## src/rtl/result_writer_pkg.sv

```systemverilog
// Shared types and constants for the result writer: FSM states, word width,
// and the per-result address stride.
package result_writer_pkg;

  typedef enum logic [1:0] {
    ST_IDLE,
    ST_RUN,
    ST_FIN
  } state_t;

  localparam int DATA_W   = 64;
  localparam int ADDR_INC = 8;

endpackage

```

## src/rtl/result_writer_if.sv

```systemverilog
// Memory write-request channel: registered request/address/data with a stall
// back from memory.
interface result_writer_if #(
  parameter int ADDR_W = 48
) ();

  logic              mem_req;
  logic [ADDR_W-1:0] mem_addr;
  logic [63:0]       mem_data;
  logic              mem_stall;

  modport master (
    output mem_req,
    output mem_addr,
    output mem_data,
    input  mem_stall
  );

  modport slave (
    input  mem_req,
    input  mem_addr,
    input  mem_data,
    output mem_stall
  );

endinterface

```

## src/rtl/result_writer_fifo.sv

```systemverilog
// Synchronous show-ahead FIFO buffering row sums; a write while full succeeds
// only when a read frees a slot in the same cycle.
module result_fifo #(
  parameter int DEPTH_LOG2 = 6,
  parameter int WIDTH      = 64
) (
  input  logic             clk,
  input  logic             reset,
  input  logic             wr,
  input  logic [WIDTH-1:0] din,
  input  logic             rd,
  output logic [WIDTH-1:0] dout,
  output logic             full,
  output logic             empty
);

  localparam int DEPTH = 1 << DEPTH_LOG2;

  logic [WIDTH-1:0]    store [DEPTH];
  logic [DEPTH_LOG2:0] wptr;
  logic [DEPTH_LOG2:0] rptr;
  logic                do_rd;
  logic                do_wr;

  assign empty = (wptr == rptr);
  assign full  = (wptr[DEPTH_LOG2] != rptr[DEPTH_LOG2]) &&
                 (wptr[DEPTH_LOG2-1:0] == rptr[DEPTH_LOG2-1:0]);
  assign dout  = store[rptr[DEPTH_LOG2-1:0]];

  // Reads gate on empty, so a write into an empty FIFO is never bypassed.
  assign do_rd = rd && !empty;
  assign do_wr = wr && (!full || do_rd);

  always_ff @(posedge clk) begin
    if (do_wr) store[wptr[DEPTH_LOG2-1:0]] <= din;
  end

  always_ff @(posedge clk) begin
    if (reset) begin
      wptr <= '0;
      rptr <= '0;
    end else begin
      if (do_wr) wptr <= wptr + 1'b1;
      if (do_rd) rptr <= rptr + 1'b1;
    end
  end

endmodule

```

## src/rtl/result_writer.sv

```systemverilog
// Buffers MAC row sums and streams them to memory as sequential 64-bit writes,
// tracking the count, overflow and completion of each run.
module result_writer
  import result_writer_pkg::*;
#(
  parameter int FIFO_DEPTH_LOG2 = 6,
  parameter int ADDR_W          = 48,
  parameter int CNT_W           = 32
) (
  input  logic              clk,
  input  logic              reset,
  input  logic              start,
  input  logic [ADDR_W-1:0] base_addr,
  input  logic [CNT_W-1:0]  expected_count,
  input  logic              push,
  input  logic [DATA_W-1:0] din,
  result_writer_if.master   mem,
  output logic              busy,
  output logic              finished,
  output logic              overflow,
  output logic [CNT_W-1:0]  written_count
);

  state_t            state;
  state_t            state_nxt;
  logic [CNT_W-1:0]  exp_cnt;
  logic [ADDR_W-1:0] addr_nxt;
  logic              req_q;
  logic [ADDR_W-1:0] addr_q;
  logic [DATA_W-1:0] data_q;

  logic [DATA_W-1:0] f_dout;
  logic              f_full;
  logic              f_empty;

  logic              start_acc;
  logic              accept;
  logic              out_free;
  logic              load;
  logic [CNT_W:0]    issued;

  result_fifo #(
    .DEPTH_LOG2 (FIFO_DEPTH_LOG2),
    .WIDTH      (DATA_W)
  ) u_fifo (
    .clk   (clk),
    .reset (reset),
    .wr    (push),
    .din   (din),
    .rd    (load),
    .dout  (f_dout),
    .full  (f_full),
    .empty (f_empty)
  );

  assign start_acc = start && (state == ST_IDLE);
  assign accept    = req_q && !mem.mem_stall;
  assign out_free  = !req_q || !mem.mem_stall;

  // Results already handed out = accepted ones plus the one in the register.
  assign issued = {1'b0, written_count} + {{CNT_W{1'b0}}, req_q};
  assign load   = out_free && (state == ST_RUN) && !f_empty &&
                  (issued < {1'b0, exp_cnt});

  always_comb begin
    state_nxt = state;
    case (state)
      ST_IDLE: if (start) state_nxt = (expected_count == '0) ? ST_FIN : ST_RUN;
      ST_RUN:  if (accept && ((written_count + 1'b1) == exp_cnt)) state_nxt = ST_FIN;
      ST_FIN:  state_nxt = ST_IDLE;
      default: state_nxt = ST_IDLE;
    endcase
  end

  always_ff @(posedge clk) begin
    if (reset) begin
      state         <= ST_IDLE;
      exp_cnt       <= '0;
      addr_nxt      <= '0;
      written_count <= '0;
      overflow      <= 1'b0;
      req_q         <= 1'b0;
      addr_q        <= '0;
      data_q        <= '0;
    end else begin
      state <= state_nxt;

      if (start_acc) begin
        exp_cnt       <= expected_count;
        addr_nxt      <= base_addr;
        written_count <= '0;
      end else if (accept) begin
        written_count <= written_count + 1'b1;
      end

      if (push && f_full && !load) overflow <= 1'b1;
      else if (start_acc)          overflow <= 1'b0;

      if (load) begin
        req_q    <= 1'b1;
        addr_q   <= addr_nxt;
        data_q   <= f_dout;
        addr_nxt <= addr_nxt + ADDR_W'(ADDR_INC);
      end else if (out_free) begin
        req_q <= 1'b0;
      end
    end
  end

  assign mem.mem_req  = req_q;
  assign mem.mem_addr = addr_q;
  assign mem.mem_data = data_q;
  assign busy         = (state == ST_RUN);
  assign finished     = (state == ST_FIN);

endmodule

```

## src/flat_wrapper.sv

```systemverilog
// flat-port wrapper written by rule: the top's interface ports become plain ports
module result_writer_flat import result_writer_pkg::*;
#(
  parameter int FIFO_DEPTH_LOG2 = 6,
  parameter int ADDR_W          = 48,
  parameter int CNT_W           = 32
)
  (clk, reset, start, base_addr, expected_count, push, din, busy, finished, overflow, written_count, mem_mem_req, mem_mem_addr, mem_mem_data, mem_mem_stall);
  result_writer_if #(.ADDR_W(ADDR_W)) mem_i ();
  input  logic clk;
  input  logic reset;
  input  logic start;
  input  logic [ADDR_W-1:0] base_addr;
  input  logic [CNT_W-1:0] expected_count;
  input  logic push;
  input  logic [DATA_W-1:0] din;
  output logic busy;
  output logic finished;
  output logic overflow;
  output logic [CNT_W-1:0] written_count;
  output wire logic [$bits(mem_i.mem_req)-1:0] mem_mem_req;
  output wire logic [$bits(mem_i.mem_addr)-1:0] mem_mem_addr;
  output wire logic [$bits(mem_i.mem_data)-1:0] mem_mem_data;
  input wire logic [$bits(mem_i.mem_stall)-1:0] mem_mem_stall;
  assign mem_mem_req = mem_i.mem_req;
  assign mem_mem_addr = mem_i.mem_addr;
  assign mem_mem_data = mem_i.mem_data;
  assign mem_i.mem_stall = mem_mem_stall;
  result_writer #(.FIFO_DEPTH_LOG2(FIFO_DEPTH_LOG2), .ADDR_W(ADDR_W), .CNT_W(CNT_W)) u_core (.clk(clk), .reset(reset), .start(start), .base_addr(base_addr), .expected_count(expected_count), .push(push), .din(din), .mem(mem_i), .busy(busy), .finished(finished), .overflow(overflow), .written_count(written_count));
endmodule
```

## config.mk

```make
export PLATFORM = sky130hd
export DESIGN_NAME = result_writer_flat
export DESIGN_NICKNAME = d
export VERILOG_FILES = /design/src/rtl/result_writer_pkg.sv /design/src/rtl/result_writer_if.sv /design/src/rtl/result_writer_fifo.sv /design/src/rtl/result_writer.sv /design/src/flat_wrapper.sv
export SDC_FILE = /design/constraint.sdc
export NUM_CORES = 2
export LEC_CHECK = 0
export ABC_AREA = 0
export BUFFER_PORTS_ARGS = -buffer_cell sky130_fd_sc_hd__buf_2
export CAP_MARGIN = 40
export CORE_MARGIN = 2
export CORE_UTILIZATION = 30
export DETAILED_ROUTE_END_ITERATION = 12
export SYNTH_ARGS = -nofsm -noshare
export SYNTH_HDL_FRONTEND = slang
export SYNTH_SLANG_ARGS = --single-unit
```

## constraint.sdc

```tcl
create_clock -name clk -period 13.3 [get_ports clk]
set_input_delay 3.99 -clock clk [delete_from_list [all_inputs] [get_ports clk]]
set_output_delay 3.99 -clock clk [all_outputs]
set_load 0.02 [all_outputs]
```

==> Yosys cells after proc, flatten, opt, wreduce, memory -nomap -nowiden <==
Memory sizes are Yosys's and may differ from the RTL's. A register that Yosys moved wholly into a read port is not among the register bits.
Cells that the tools add are included.
W data, S select, Z words.
{ "word_totals": {"memories": 1, "word_cells": 61, "inputBits": 149, "reg_bits": 178, "output_inout_bits": 148, "ram_bits": 4096} }
{ "classes": {"n_reduce_logical": 25, "n_eq_ne": 8, "addsub": 5, "muxes": 12, "magnitude_cmp": 1} }
{ "mem_list": {"columns": ["memory", "depth", "width", "rd", "rd_ports_with_merged_regs", "wr", "line", "rtl"], "rows": [
  ["u_core.u_fifo.store", 64, 64, 1, 1, 1, "result_writer_fifo.sv:19", "logic [WIDTH-1:0] store [DEPTH];"]
]} }
{ "ops": {"columns": ["operator", "n"], "rows": [
  ["$mux W48", 2],
  ["$add A48 B4 Y48 const B", 1],
  ["$add A32 B1 Y33", 1],
  ["$lt A33 B32 Y1", 1],
  ["$add A32 B1 Y32 const B", 1],
  ["$eq A32 B32 Y1", 1],
  ["$logic_not A32 Y1", 1],
  ["$add A7 B1 Y7 const B", 2],
  ["$logic_and A1 B1 Y1", 11],
  ["$eq A7 B7 Y1", 1],
  ["$eq A6 B6 Y1", 1],
  ["$mux W1", 6],
  ["$mux W2", 3],
  ["$reduce_bool A2 Y1", 3],
  ["$logic_not A1 Y1", 5],
  ["$pmux W2 S2", 1],
  ["$eq A2 B1 Y1 const B", 1],
  ["$eq A2 B2 Y1 const B", 1],
  ["$logic_not A2 Y1", 1],
  ["$logic_or A1 B1 Y1", 2],
  ["$ne A2 B1 Y1 const B", 1],
  ["$ne A2 B2 Y1 const B", 1],
  ["$reduce_and A2 Y1", 1],
  ["$reduce_or A2 Y1", 1],
  ["$ne A1 B1 Y1", 1]
]} }

==> Logic depth before layout (Yosys ltp) <==
{ "depth": {"ltp_word": 10, "mapped_depth": 19, "depth_no_buf": 16} }

==> Hierarchy <==
From an unflattened synthesis, not the netlist that was laid out.
{ "hier_totals": {"hier_cells": 8064, "hier_area_um2": 166714.9} }
{ "modules_own_cells": {"columns": ["mod", "instances", "area_each_um2", "seq_area_each_um2", "cells_each"], "rows": [
  ["result_fifo", 1, 155131.3, 123398.3, 6533],
  ["result_writer", 1, 11583.6, 4564.4, 1531]
]} }

==> Worst setup path after synthesis <==
Ideal clock, no wire load.
{ "synth_timing": {"kind": "input to register", "startpoint": "input port mem_mem_stall", "endpoint": "memory u_core.u_fifo.store[62][0] (enable)", "path_stages": 8, "required_time_ps": 12813, "path_buffers": 1, "path_slack_ps": 4587, "arrival_time_ps": 8227, "setup_ps": 487, "path_cell_list": "nand2_1 nand4b_1 a211oi_2 a21oi_1 a21boi_2 or4b_2 clkbuf_1 nor2_1"} }
{ "synth_between": {"elab_chain_cells": 10} }
{ "synth_rtl": {"columns": ["item", "line", "rtl"], "rows": [
  ["start: declaration", "flat_wrapper.sv:24", "input wire logic [$bits(mem_i.mem_stall)-1:0] mem_mem_stall;"],
  ["$logic_not A1 Y1", "result_writer.sv:58", "assign out_free = !req_q || !mem.mem_stall;"],
  ["$logic_or A1 B1 Y1", "result_writer.sv:58", null],
  ["$logic_and A1 B1 Y1 (3 in series)", "result_writer.sv:62", "assign load = out_free && (state == ST_RUN) && !f_empty &&"],
  ["$logic_and A1 B1 Y1", "result_writer_fifo.sv:31", "assign do_rd = rd && !empty;"],
  ["$logic_or A1 B1 Y1", "result_writer_fifo.sv:32", "assign do_wr = wr && (!full || do_rd);"],
  ["$logic_and A1 B1 Y1", "result_writer_fifo.sv:32", null],
  ["$mux W1", "result_writer_fifo.sv:35", "if (do_wr) store[wptr[DEPTH_LOG2-1:0]] <= din;"],
  ["$mux W1 (implied by the code)", "result_writer_fifo.sv:35", null],
  ["end: declaration", "result_writer_fifo.sv:19", null]
]} }
Every way passes these cells.

==> Worst setup path after layout <==
{ "layout_timing": {"startpoint": "input port mem_mem_stall", "endpoint": "memory u_core.u_fifo.store[38][10] (enable)"} }
Same word-level chain as after synthesis.

==> metrics.md <==
| Metric | Value |
|---|---|
| Starting Density | 0.301 |
| Port Buffer Count | 296 |
| Sw Ratio | 0.218 |
| Highest-delay cell along the critical path | or4b_2 |
| Layout cells sized above 1 | 0.314 |
| CP Max Fanout | 29 |
| Syn_nets | 7,625 |
| Pins Over Slew Limit | 0 |
| Number of remaining DRC errors | 0 |
| GRT overflow | 0 |
| Fillers | 50,700 |
| # rows | approximately 270 |
| Vias in the first global route | 82,000 |
| Final ANT Viol Nets | 0 |
| TritonCTS clock tree | yes |
| P_int | 22.2 mW |
| Total wire length | 461 mm |
| Max stage delay on crit path | 1090 ps |
| Die area | about 560,000 um2 |
| PD cells | 146 nW/um2 |
| Cts bufs inserted | 427 |
| Synth-to-layout area growth | 16.3% |
| Fin. Hold Viols | 0 |
| Starting DRT DRC Count | 11,000 |
| Maximum clock rate | 0.129 GHz |
| Mapped cell area | about 170,000 um2 |
| Tmin final | 7770 ps |
| Synth top area cells | edfxtp_1, mux4_2, dfxtp_1 |
| Startpoint Class | primary input |
| Routed WL per cell | between 20 and 30 um |
| Synth area leader | edfxtp_1 |
| Post-CTS Resized | 0 |
| Global-route wire length before repair | 644 mm |
| Pwr Total | 28.4 mW |
| Synth Flop Type | edfxtp_1 |
| Post-synthesis cell type count | 74 |
| Die X-Extent | ~750 um |
| Net Sw Power | 6.19 mW |
| Asr flop ratio synth | 0 |
| Logic pwr share | 0.055 |
| Crit. End Element | flip-flop |
| Routed met1 length | 185 mm |
| DR vias/cell | approximately 5 |
| WP data required | 13,900 ps |
| Maxcap violations | 0 |
| Cells after Synth | 7,439 |
| # IOs | between 200 and 300 |
| RSZ-0062 raised after global routing | false |
| Seq cells post-synth | around 4,300 |
| Die height | between 700 and 800 um |
| Routability cong. | 0.840 |
| Hold WC Path Type | reg2reg |
| Critical-path cell list | buf_2 > nand2_1 > nand4b_1 > a211oi_2 > buf_4 > a21oi_1 > a21boi_2 > or4b_2 > nor2_4 > buf_4 > buf_4 |
| Worst-path clk slew | 60 ps |
| Tcrit/Tclk final | 0.584 |
| Post-CTS setup buffer count | 0 |
| Final TNS setup | 0 ps |
| Clock power frac | 0.414 |
| Clock Latency Late Sink | roughly 1000 ps |
| Max transition margin | 0.306 |
| First-pass detailed-route iteration total | 6 |
| Min Hold Slack | around 450 ps |
| Seq pwr share | 0.531 |
| Post-synth top area share | 0.735 |
| CP Class | in2reg |
| Setup-failing EPs final | 0 |
| Met3 WL | 36.2 mm |
| Most frequent cells in the layout | edfxtp_1, mux4_2, clkbuf_16 |
| Crit path top cell by count | buf_4 |
| Final Util | 0.350 |
| Final cell count without fillers | 15,900 |
| Global-route usage over all layers | 0.159 |
| Vias post-DR | 81,400 |
| Worst Skew | 108 ps |
| Placed insts | 15,100 |
| Leak | 58.0 nW |
| Initial antenna violation count | 56 |
| Status | complete, no violations |
| Core area | 556,000 um2 |
| # hold bufs at CTS | 0 |
| Dpl hpwl | 278 mm |
| Final Net Count | just over 8,000 |
| YS warnings | 0 |
| Longest Clk Path Bufs | 4 |
| Worst ir drop on vdd | 112 uV |
| FF+latch area | 128,000 um2 |
| Worst Max-Slew Pin Slew | 1040 ps |
| Highest routed layer | met5 |
| Post-synth EDFFs | 4,096 |
| Multi-input logic area | 38,000 um2 |
| CTS sink count | 4,338 |
| Sequential element share of the synthesized area | 0.764 |
| CTS Root Cell | clkbuf_16 |
| Syn avg cell area | 22.5 um2 |
| Largest net degree at the start of global routing | 150 |
| H-tree levels | 5 |
| Metal2 WL | 228 mm |
| Most common cell after layout, fill and taps aside | edfxtp_1 |
| Arrival @ worst endpoint | 8370 ps |
==> metrics by stage <==
step / area, um2 / setup WS (ps)
floorplan: 167000 / 4590
finish: 195000 / 5530
detailed placement: 181000 / 4610
global route: 195000 / 5390
CTS: 194000 / 5640
global placement: 179000 / 4580
==> path summary, 6_finish.rpt <==
| kind | start | end | slack (ps) | cells past startpoint |
|---|---|---|---|---|
| worst max register to register | u_core.written_count[0]$_SDFFE_PP0P_ | u_core.u_fifo.store[38][10]$_DFFE_PP_ | 5680 | 18 |
| worst min register to register | u_core.mem.mem_data[30]$_SDFFE_PP0N_ | u_core.mem.mem_data[30]$_SDFFE_PP0N_ | 450 | 2 |
| worst min-delay path | u_core.mem.mem_data[30]$_SDFFE_PP0N_ | u_core.mem.mem_data[30]$_SDFFE_PP0N_ | 450 | 2 |
| worst max-delay path | mem_mem_stall | u_core.u_fifo.store[38][10]$_DFFE_PP_ | 5530 | 11 |
==> worst max-delay path, delay by kind of cell <==
family,cells,cell delay (ps)
AOI/OAI and AO/OA,3,600
buffers and inverters,4,1610
and+or+nand+nor,4,2070
==> final cells by class <==
type                    instances  area share
clock buffers                 550      0.0583
well taps                    7452      0.0479
inverters                      50    0.000990
repair buffers                609      0.0293
multi-input cells            2625       0.195
diodes                         31    0.000399
flip-flops and latches       4338       0.657
clock inverters               238      0.0110
==> cells by family after synthesis <==
family / Yosys count / synth area share
flip-flops: 4338 / 0.764
multiplexers: 1353 / 0.181
AND/OR/NAND/NOR: 795 / 0.0220
buffers and inverters: 476 / 0.0122
AO/OA/AOI/OAI: 321 / 0.0115
XOR/XNOR: 119 / 0.00623
adder cells (fa/ha/maj): 37 / 0.00277
==> cells in the mapped netlist (18+ instances only) <==
| cell | n |
|---|---|
| a21oi_1 | 193 |
| a31oi_1 | 26 |
| and3_1 | 19 |
| buf_1 | 36 |
| buf_2 | 133 |
| buf_4 | 18 |
| clkbuf_1 | 235 |
| dfxtp_1 | 242 |
| edfxtp_1 | 4096 |
| ha_1 | 37 |
| inv_1 | 50 |
| mux4_2 | 1344 |
| nand2_1 | 375 |
| nand3_1 | 59 |
| nand4_1 | 40 |
| nor2_1 | 163 |
| nor3_1 | 18 |
| or3_1 | 27 |
| xnor2_1 | 68 |
| xor2_1 | 51 |
==> power groups by stage <==
stage | clock network [mW] | registers (mW) | logic, mW
floorplan | 0 | 15.3 | 0.881
global placement | 0 | 15.3 | 1.54
detailed placement | 0 | 15.3 | 1.61
CTS | 11.9 | 15.0 | 1.61
global route | 12.5 | 15.0 | 1.67
finish | 11.7 | 15.0 | 1.57
==> state kept, by name, indices dropped and copies added, names as in the netlist <==
name and count:
u_core.addr_nxt 48, u_core.exp_cnt 32, u_core.mem.mem_addr 48, u_core.mem.mem_data 64, u_core.mem.mem_req 1, u_core.overflow 1, u_core.state 2, u_core.u_fifo.rptr 7
u_core.u_fifo.store 4096, u_core.u_fifo.wptr 7, u_core.written_count 32
==> per-layer routing <==
| metal | vias to the layer above | GRT usage |
|---|---|---|
| met1 | 44400 | 0.214 |
| met3 | 624 | 0.0266 |
| met2 | 3691 | 0.268 |
| met4 | 26 | 0.0394 |
| met5 | - | 0 |
| li1 | 32700 | - |
Note: power is estimated with default switching activity, not from simulation.
